File: src/rtl/enc_reverse_pkg.sv
// Shared types for the reverse stream engine: FSM state encoding
// and word transform mode codes.
package enc_reverse_pkg;

    typedef enum logic [1:0] {
        S_IDLE  = 2'd0,
        S_FETCH = 2'd1,
        S_DRAIN = 2'd2,
        S_DONE  = 2'd3
    } state_t;

    localparam logic [1:0] MODE_PASS = 2'd0;
    localparam logic [1:0] MODE_ELEM = 2'd1;
    localparam logic [1:0] MODE_BITS = 2'd2;

endpackage

File: src/rtl/reverse_serializer.sv
// Word buffer feeding an MSB-first beat serialiser with val/rdy output.
// Occupancy is exported so the fetch side can issue read credit.
module reverse_serializer #(
    parameter int IN_W      = 128,
    parameter int OUT_W     = 8,
    parameter int BUF_DEPTH = 2
) (
    input  logic                           clk,
    input  logic                           rst,
    input  logic                           i_push,
    input  logic [IN_W-1:0]                i_push_data,
    input  logic                           i_rdy,
    output logic [$clog2(BUF_DEPTH+1)-1:0] o_occ,
    output logic                           o_val,
    output logic [OUT_W-1:0]               o_dat,
    output logic                           o_pop
);

    localparam int BPW = IN_W / OUT_W;
    localparam int BW  = (BPW > 1) ? $clog2(BPW) : 1;
    localparam int PW  = (BUF_DEPTH > 1) ? $clog2(BUF_DEPTH) : 1;
    localparam int OW  = $clog2(BUF_DEPTH + 1);

    logic [IN_W-1:0]  r_mem [BUF_DEPTH];
    logic [PW-1:0]    r_wptr;
    logic [PW-1:0]    r_rptr;
    logic [OW-1:0]    r_occ;
    logic [BW-1:0]    r_beat;
    logic [IN_W-1:0]  w_head;
    logic [OUT_W-1:0] w_beats [BPW];
    logic             w_hs;
    logic             w_last;

    assign w_head = r_mem[r_rptr];
    assign o_val  = (r_occ != '0);
    assign w_hs   = o_val & i_rdy;
    assign w_last = (BPW == 1) || (r_beat == BW'(BPW - 1));
    assign o_pop  = w_hs & w_last;
    assign o_occ  = r_occ;

    for (genvar b = 0; b < BPW; b++) begin : g_beat
        assign w_beats[b] = w_head[IN_W-1-b*OUT_W -: OUT_W];
    end

    // Gated by valid so the data port reads zero whenever the buffer is empty.
    assign o_dat = o_val ? w_beats[r_beat] : '0;

    always_ff @(posedge clk) begin
        if (i_push) begin
            r_mem[r_wptr] <= i_push_data;
        end
    end

    always_ff @(posedge clk or posedge rst) begin
        if (rst) begin
            r_wptr <= '0;
            r_rptr <= '0;
            r_occ  <= '0;
            r_beat <= '0;
        end else begin
            if (i_push) begin
                r_wptr <= (r_wptr == PW'(BUF_DEPTH - 1)) ? '0 : r_wptr + PW'(1);
            end
            if (o_pop) begin
                r_rptr <= (r_rptr == PW'(BUF_DEPTH - 1)) ? '0 : r_rptr + PW'(1);
            end
            if (w_hs) begin
                r_beat <= w_last ? '0 : r_beat + BW'(1);
            end
            case ({i_push, o_pop})
                2'b10:   r_occ <= r_occ + OW'(1);
                2'b01:   r_occ <= r_occ - OW'(1);
                default: r_occ <= r_occ;
            endcase
        end
    end

endmodule

File: src/rtl/reverse_stream_engine.sv
// Fetches a run of words, optionally reverses elements or bits, and
// streams each word MSB-first as back-pressured beats.
module reverse_stream_engine
    import enc_reverse_pkg::*;
#(
    parameter int IN_W      = 128,
    parameter int ELEM_W    = 8,
    parameter int OUT_W     = 8,
    parameter int LEN_W     = 16,
    parameter int BUF_DEPTH = 2
) (
    input  logic             clk,
    input  logic             rst,
    input  logic             sys_start_i,
    input  logic [LEN_W-1:0] cfg_len_i,
    input  logic [1:0]       cfg_mode_i,
    output logic             sys_busy_o,
    output logic             sys_done_o,
    output logic             start_err_o,
    output logic             rden_o,
    input  logic [IN_W-1:0]  data_i,
    output logic             bs_val_o,
    output logic [OUT_W-1:0] bs_dat_o,
    input  logic             bs_rdy_i
);

    localparam int NE = IN_W / ELEM_W;
    localparam int OW = $clog2(BUF_DEPTH + 1);

    state_t           r_state;
    state_t           w_next;
    logic [LEN_W-1:0] r_left;
    logic [1:0]       r_mode;
    logic             r_inflight;
    logic [OW-1:0]    w_occ;
    logic             w_pop;
    logic             w_credit;
    logic             w_rden;
    logic             w_accept;
    logic [IN_W-1:0]  w_elem;
    logic [IN_W-1:0]  w_bitr;
    logic [IN_W-1:0]  w_xf;

    assign w_accept = (r_state == S_IDLE) & sys_start_i;
    // A read in flight already owns one buffer slot.
    assign w_credit = r_inflight ? (w_occ < OW'(BUF_DEPTH - 1))
                                 : (w_occ < OW'(BUF_DEPTH));
    assign w_rden   = (r_state == S_FETCH) && (r_left != '0) && w_credit;

    assign rden_o      = w_rden;
    assign sys_busy_o  = (r_state != S_IDLE);
    assign sys_done_o  = (r_state == S_DONE);
    assign start_err_o = sys_start_i & (r_state != S_IDLE);

    always_comb begin
        w_next = r_state;
        case (r_state)
            S_IDLE: begin
                if (sys_start_i) begin
                    w_next = (cfg_len_i == '0) ? S_DONE : S_FETCH;
                end
            end
            S_FETCH: begin
                if (w_rden && (r_left == LEN_W'(1))) begin
                    w_next = S_DRAIN;
                end
            end
            S_DRAIN: begin
                if (w_pop && (w_occ == OW'(1)) && !r_inflight) begin
                    w_next = S_DONE;
                end
            end
            default: w_next = S_IDLE;
        endcase
    end

    always_ff @(posedge clk or posedge rst) begin
        if (rst) begin
            r_state    <= S_IDLE;
            r_left     <= '0;
            r_mode     <= MODE_PASS;
            r_inflight <= 1'b0;
        end else begin
            r_state    <= w_next;
            r_inflight <= w_rden;
            if (w_accept) begin
                r_left <= cfg_len_i;
                r_mode <= cfg_mode_i;
            end else if (w_rden) begin
                r_left <= r_left - LEN_W'(1);
            end
        end
    end

    for (genvar k = 0; k < NE; k++) begin : g_elem
        assign w_elem[k*ELEM_W +: ELEM_W] = data_i[(NE-1-k)*ELEM_W +: ELEM_W];
    end

    for (genvar i = 0; i < IN_W; i++) begin : g_bit
        assign w_bitr[i] = data_i[IN_W-1-i];
    end

    always_comb begin
        w_xf = data_i;
        case (r_mode)
            MODE_ELEM: w_xf = w_elem;
            MODE_BITS: w_xf = w_bitr;
            default:   w_xf = data_i;
        endcase
    end

    reverse_serializer #(
        .IN_W      (IN_W),
        .OUT_W     (OUT_W),
        .BUF_DEPTH (BUF_DEPTH)
    ) u_ser (
        .clk         (clk),
        .rst         (rst),
        .i_push      (r_inflight),
        .i_push_data (w_xf),
        .i_rdy       (bs_rdy_i),
        .o_occ       (w_occ),
        .o_val       (bs_val_o),
        .o_dat       (bs_dat_o),
        .o_pop       (w_pop)
    );

endmodule

File: config.mk
export PLATFORM = sky130hd
export DESIGN_NAME = reverse_stream_engine
export DESIGN_NICKNAME = d
export VERILOG_FILES = /design/src/rtl/enc_reverse_pkg.sv /design/src/rtl/reverse_serializer.sv /design/src/rtl/reverse_stream_engine.sv
export SDC_FILE = /design/constraint.sdc
export NUM_CORES = 1
export LEC_CHECK = 0
export CAP_MARGIN = 20
export CORE_ASPECT_RATIO = 0.5
export CORE_MARGIN = 1
export CORE_UTILIZATION = 50
export DETAILED_ROUTE_END_ITERATION = 16
export PLACE_DENSITY = 0.73
export SLEW_MARGIN = 20
export SYNTH_ARGS = -nofsm -noshare
export SYNTH_HDL_FRONTEND = slang
export SYNTH_SLANG_ARGS = --single-unit
File: constraint.sdc
create_clock -name clk -period 6.1 [get_ports clk]
set_input_delay 0.61 -clock clk [delete_from_list [all_inputs] [get_ports clk]]
set_output_delay 0.61 -clock clk [all_outputs]
set_load 0.005 [all_outputs]
==> impl_metrics.csv <==
group,metric,value,unit
floorplanning,rows,42,
pwr,power_leakage,5.45,nW
pwr,ir_drop,0.000421,V
detailed_routing,antenna_left,0,
grt,grt_pass1_wl,51700,µm
timing,fin_tns_setup,0,ns
clock_network,cts-root-buf,"clkbuf_16",
synth,yosys.area_share.adder,1.36,%
timing,rsz0062_at_grt,"false",
placed_design,portBuffers,162,
floorplanning,die_w,237,µm
clock_network,cts.sinks,285,
synth,ys.flop_type,"edfxtp_1",
worst_setup_path,cp_data_arrival_time,3.48,ns
synth,synth_top_family_by_area,"compound AO/OA/AOI/OAI gates",
synth,ys_seq_area_share,60.9,%
worst_setup_path,critPathKind,"flip-flop to primary output",
timing,worstMarginPinSlew,1.04,ns
worst_setup_path,crit_required,5.49,ns
detailed_routing,drt_pass1_iterations,8,
clock_network,cts_tree,"yes",
clock_network,clockBufferDepth,3,
placed_design,dp_hpwl,23200,µm
layout,fill_cells,1985,
worst_setup_path,start_kind,"flip-flop",
synth,syn-num-nets,1202,
clock_network,cts_resized,0,
synth,synth_xor_xnor_area_share,1.21,%
detailed_routing,avgRoutedWirePerCell,22.1,µm
clock_network,postCtsSetupBuffers,0,
detailed_routing,routed_via_density,6.15,
timing,setup_viol,0,
hold_path,worstHoldPathType,"input port to asynchronous set/reset pin",
grt,grt_max_degree,153,
layout,area_growth,19.2,%
floorplanning,initial_core_util,51.5,%
grt,antenna_found_initial,3,
clock_network,hold_buffers,0,
synth,yosys_register_bits,285,
synth,synthMuxAreaShare,12.6,%
grt,grt-ovfl-total,0,
layout,layout.nets,1319,
clock_network,clock_latency,0.54,ns
layout,multi_input_area,5050,µm²
run_status,status,"finished clean",
synth,synth.top_cell.area_share,55.7,%
clock_network,clk_pin_slew_worst_paths,0.06,ns
timing,period_minus_slack,4.09,ns
pwr,p_per_area,542,nW/µm²
synth,yosysUniqueCellTypes,42,
synth,yosys.cell_count.top_type,"edfxtp_1",
detailed_routing,drc,0,
floorplanning,core,26800,µm²
timing,final_hold_viol_count,0,
grt,grt_pass1_vias,9070,
placed_design,gp_congestion,0.865,
layout,drive_above_1_share,11.2,%
worst_setup_path,end_kind,"primary output",
synth,yosys.area.top_type,"edfxtp_1",
synth,netlist_area,13800,µm²
synth,yosys.area_share.simple,7.20,%
synth,async_reset_ff_share,10.2,%
layout,seq_area,8420,µm²
synth,yosysWarnings,0,
detailed_routing,drt_iter0_markers,1084,
floorplanning,chipHeight,120,µm
flow_run,cap_violations,0,
grt,track_usage,24.2,%
synth,synthTopCellsByCount,"edfxtp_1, nand2_1, a22oi_1, o21ai_0, clkbuf_1",
floorplanning,dieArea,28300,µm²
timing,fmaxAchievable,0.244,GHz
timing,finalCritPeriodShare,67.1,%
detailed_routing,dr_total_vias,9379,
synth,synth_area_leaders,"edfxtp_1, mux4_2, a22oi_1, dfrtp_1, nand2_1",
placed_design,dp_slack,2.54,ns
timing,setup_ws,2.01,ns
timing,finalClockSkew,0.0112,ns
synth,syn_avg_cell_area,13.3,µm²
timing,drv_slew,0,
timing,max_slew_margin,30.5,%
detailed_routing,wl,33700,µm
synth,synth_compound_area_share,14.0,%
worst_setup_path,crit_fanout,36,
clock_network,htree_levels,1,
synth,syn_inst,1037,
clock_network,cts_inserted_buffers,25,
synth,synth_edf_count,256,
floorplanning,io_pins,163,
critical path, cell delays in order, from the launching register on:
cell             delay [ns]
dfrtp_4                0.91
buf_4                  0.42
mux4_2                 0.56
mux2i_1                0.24
a221o_1                0.19
a31oi_1                0.07
clkdlybuf4s50_1        0.52
where the power goes:
group	internal (mW)	switching, mW	total, mW
registers	3.13	0.378	3.51
clock network	0.800	0.693	1.49
logic	1.54	2.37	3.92
total	5.47	3.44	8.92
state kept, by name, indices dropped and copies added, names as in the netlist:
signal        flops
r_left           16
u_ser.r_wptr      1
u_ser.r_mem     256
r_inflight        1
u_ser.o_occ       2
u_ser.r_rptr      1
r_mode            2
u_ser.r_beat      4
r_state           2
routing by layer:
layer  track usage, %  share of wire, %
met5                0             0.077
met1             34.1                44
met2             38.4                47
met3             4.95               7.0
met4             6.78               2.4
per-stage QoR:
stage | hold slack (ns) | utilization [%] | total power [mW] | cells | cell area [µm²]
after CTS | 0.474 | 61.3 | 8.94 | 1523 | 16400
after detailed placement | 0.491 | 58.5 | 7.44 | 1478 | 15700
after global routing | 0.524 | 61.4 | 9.46 | 1525 | 16500
after floorplan | 0.473 | - | 6.17 | 1037 | 13800
after global placement | 0.493 | 58.5 | 7.27 | 1478 | 15700
final | 0.463 | 61.4 | 8.92 | 1525 | 16500
path summary, 6_finish.rpt:
path                                                 start                      endpoint  slack (ns)  cells past startpoint
worst max register to register       r_mode[0]$_DFFE_PP0P_  u_ser.r_mem[1][50]$_DFFE_PP_        3.32                      5
min in group clk                u_ser.o_occ[0]$_DFFE_PP0P_    u_ser.o_occ[0]$_DFFE_PP0P_        0.50                      1
worst max-delay path              u_ser.r_rptr$_DFFE_PP0N_                   bs_dat_o[3]        2.01                      6
max in group asynchronous                              rst      u_ser.r_rptr$_DFFE_PP0N_        5.33                      3
worst min register to register  u_ser.o_occ[0]$_DFFE_PP0P_    u_ser.o_occ[0]$_DFFE_PP0P_        0.50                      1
worst min-delay path                                   rst      u_ser.r_rptr$_DFFE_PP0N_        0.46                      3
cell families after synthesis:
logic type               count (synthesis)
AND/OR/NAND/NOR                        223
XOR/XNOR                                19
flip-flops                             285
buffers and inverters                   97
AO/OA/AOI/OAI                          305
multiplexers                            93
adder cells (fa/ha/maj)                 15
cells in the final DEF (no fill, tap or decap), types with 2 or more instances in the layout:
cell type        count
xnor2_1              5
clkbuf_16           25
xor2_1              14
nor3_1               2
ha_1                13
dfrtp_2              2
mux2_2               7
a221oi_1             3
mux4_2              64
clkinv_1             5
a21oi_1             21
buf_12               2
edfxtp_1           256
nand2b_1             3
nand4_1              7
buf_4               11
ha_4                 2
a22oi_1            133
nand4b_1             2
o21ai_0             75
a221o_1              9
o21ai_1             57
nor2b_1              7
nand3_1              8
clkinv_2             6
mux2i_1             21
nor3b_1              3
nor4_1               4
nand2_1            144
dfrtp_1             26
and4_1               2
clkbuf_1             4
clkdlybuf4s50_1    162
a31oi_1              5
inv_1               12
nor2_1              31
cell type report:
class                      instances  area share, %
sequential                       285           51.1
antenna                            1         0.0152
timing repair buffer             175           10.6
clock buffer                      29           3.89
clock inverter                    16          0.715
multi-input combinational        655           30.7
inverter                          12          0.274
tap                              352           2.68
Power figures use the tool's default switching activity.
==> patch, RTL diff (same settings) <==
Add an input register stage for `cfg_len_i` and `cfg_mode_i`; this delays them by one clock. The other inputs are not delayed to match.
--- a/src/rtl/reverse_stream_engine.sv
+++ b/src/rtl/reverse_stream_engine.sv
@@ -27,4 +27,12 @@
     localparam int NE = IN_W / ELEM_W;
     localparam int OW = $clog2(BUF_DEPTH + 1);
+
+    logic [LEN_W-1:0] cfg_len_q;
+    logic [1:0] cfg_mode_q;
+
+    always_ff @(posedge clk) begin
+        cfg_len_q  <= cfg_len_i;
+        cfg_mode_q <= cfg_mode_i;
+    end
 
     state_t           r_state;
@@ -58,5 +66,5 @@
             S_IDLE: begin
                 if (sys_start_i) begin
-                    w_next = (cfg_len_i == '0) ? S_DONE : S_FETCH;
+                    w_next = (cfg_len_q == '0) ? S_DONE : S_FETCH;
                 end
             end
@@ -85,6 +93,6 @@
             r_inflight <= w_rden;
             if (w_accept) begin
-                r_left <= cfg_len_i;
-                r_mode <= cfg_mode_i;
+                r_left <= cfg_len_q;
+                r_mode <= cfg_mode_q;
             end else if (w_rden) begin
                 r_left <= r_left - LEN_W'(1);
Function: changed (Yosys sat finds a counterexample within 4 cycles, from zero or initial values and one cycle with rst high).
==> patch against the original RTL <==
- final area rose by 2.3%
- worst setup slack lost 0.25 ns
- utilization down 0.76 points
- wire length grew 6.5%
- sequential cell count grew 18
- combinational power decreased by 3%
- critical path depth is the same
- area after synthesis grew 2.5%
- power about the same
- largest cell class unchanged
==> patch: results (changes against the original RTL) <==
stage	metric	value	unit	change
final_layout	num-clock-buffers	37		+28%
final_layout	num-multi-input-gates	661		+0.92%
route	drtIter0Drc	1182		+9.0%
global_route	met3_usage	4.64	%	-0.31 points
synth	synth_async_sr_flop_share	9.57	%	-0.60 points
final_layout	regArea	0.00878	sq mm	+4.3%
synth	synth_commonest_cells	256 x edfxtp_1, 170 x nand2_1, 160 x a22oi_1, 145 x o21ai_0, 73 x clkbuf_1		
timing	tightest_slew	1.05	ns	+0.0118 ns
outcome	status	completed		
synth	synth_mux_area_share	10.3	%	-2.3 points
critical_path	crit_fanout	33		-8.3%
global_route	antenna_found_initial	4		+1
final_layout	top_regs	u_ser.r_mem x256, cfg_len_q x16, r_left x16		
final_layout	n_fill_cell	2119		+6.8%
final_layout	clk_share	4.79	%	+0.18 points
placed_design	dpl.hpwl	25200	um	+8.7%
placed_design	dp.cells	1535		+3.9%
synth	synth_xor_area_share	1.18	%	-0.029 points
final_layout	inverters	15		+3
power	p_leak	5.55	nW	+2.0%
placed_design	place_ws	2.33	ns	-0.207 ns
placed_design	gp_congestion	0.959		+11%
global_route	use_met1	34.7	%	+0.57 points
worst_hold_path	hold_class	flip-flop to flip-flop		
route	vias	9838		+4.9%
synth	synth_nets	1231		+2.4%
final_layout	seq_cells	303		+6.3%
power	ir_drop	343	uV	-19%
power	power_density	530	mW/mm^2	-2.3%
synth	yosysTopAreaCellShare	54.3	%	-1.3 points
final_layout	final_nets	1346		+2.0%
power	pwr-share-clk	17.9	%	+1.2 points
synth	syn_avg_cell_area	13.3	sq um	-0.33%
final_layout	bufAreaShareNonClock	10.2	%	-0.43 points
route	first_pass_iters	5		-3
critical_path	crit_arrival	3.74	ns	+0.26 ns
power	switching_share	38.6	%	-0.044 points
route	routed_wl	35800	um	+6.5%
power	power.share.combinational	42.8	%	-1.1 points
critical_path	critPathMaxStageDelay	0.87	ns	-0.04 ns
synth	synth_adder_area_share	1.33	%	-0.033 points
final_layout	multi_input_area_share	29.7	%	-0.95 points
final_layout	drive_gt1_share	10.6	%	-0.60 points
global_route	grt_pass1_vias	9320		+2.8%
global_route	grt_pass1_wl	53600	um	+3.7%
global_route	grt_use_met2	40.1	%	+1.7 points
synth	synth_compound_area_share	15.3	%	+1.4 points
synth	synthTopCellsByArea	edfxtp_1 54%, mux4_2 10%, a22oi_1 8.5%, dfrtp_1 5.1%, o21ai_0 5.1%		
## patch: changes by cell type after synthesis, sizes merged, moves of 12 or more
cell   before  now
o21ai     132  149
nand2     144  170
mux2i      21    2
xnor2       5   17
a21oi      21    4
dfxtp       0   18
xor2       14    2
nor2       32   13
a22oi     133  160
## patch: path summary, 6_finish.rpt
kind	depth (start not counted)	slack [ns]	endpoint	from
hold reg to reg	2	0.45	r_left[10]$_DFFE_PP0P_	cfg_len_q[10]$_DFF_P_
hold / removal	2	0.45	r_left[10]$_DFFE_PP0P_	cfg_len_q[10]$_DFF_P_
setup / recovery	6	1.75	bs_dat_o[2]	u_ser.r_rptr$_DFFE_PP0N_
max in group asynchronous	3	5.31	u_ser.r_rptr$_DFFE_PP0N_	rst
setup reg to reg	5	3.18	u_ser.r_mem[0][29]$_DFFE_PP_	r_mode[1]$_DFFE_PP0P_
min in group asynchronous	3	0.47	r_left[5]$_DFFE_PP0P_	rst
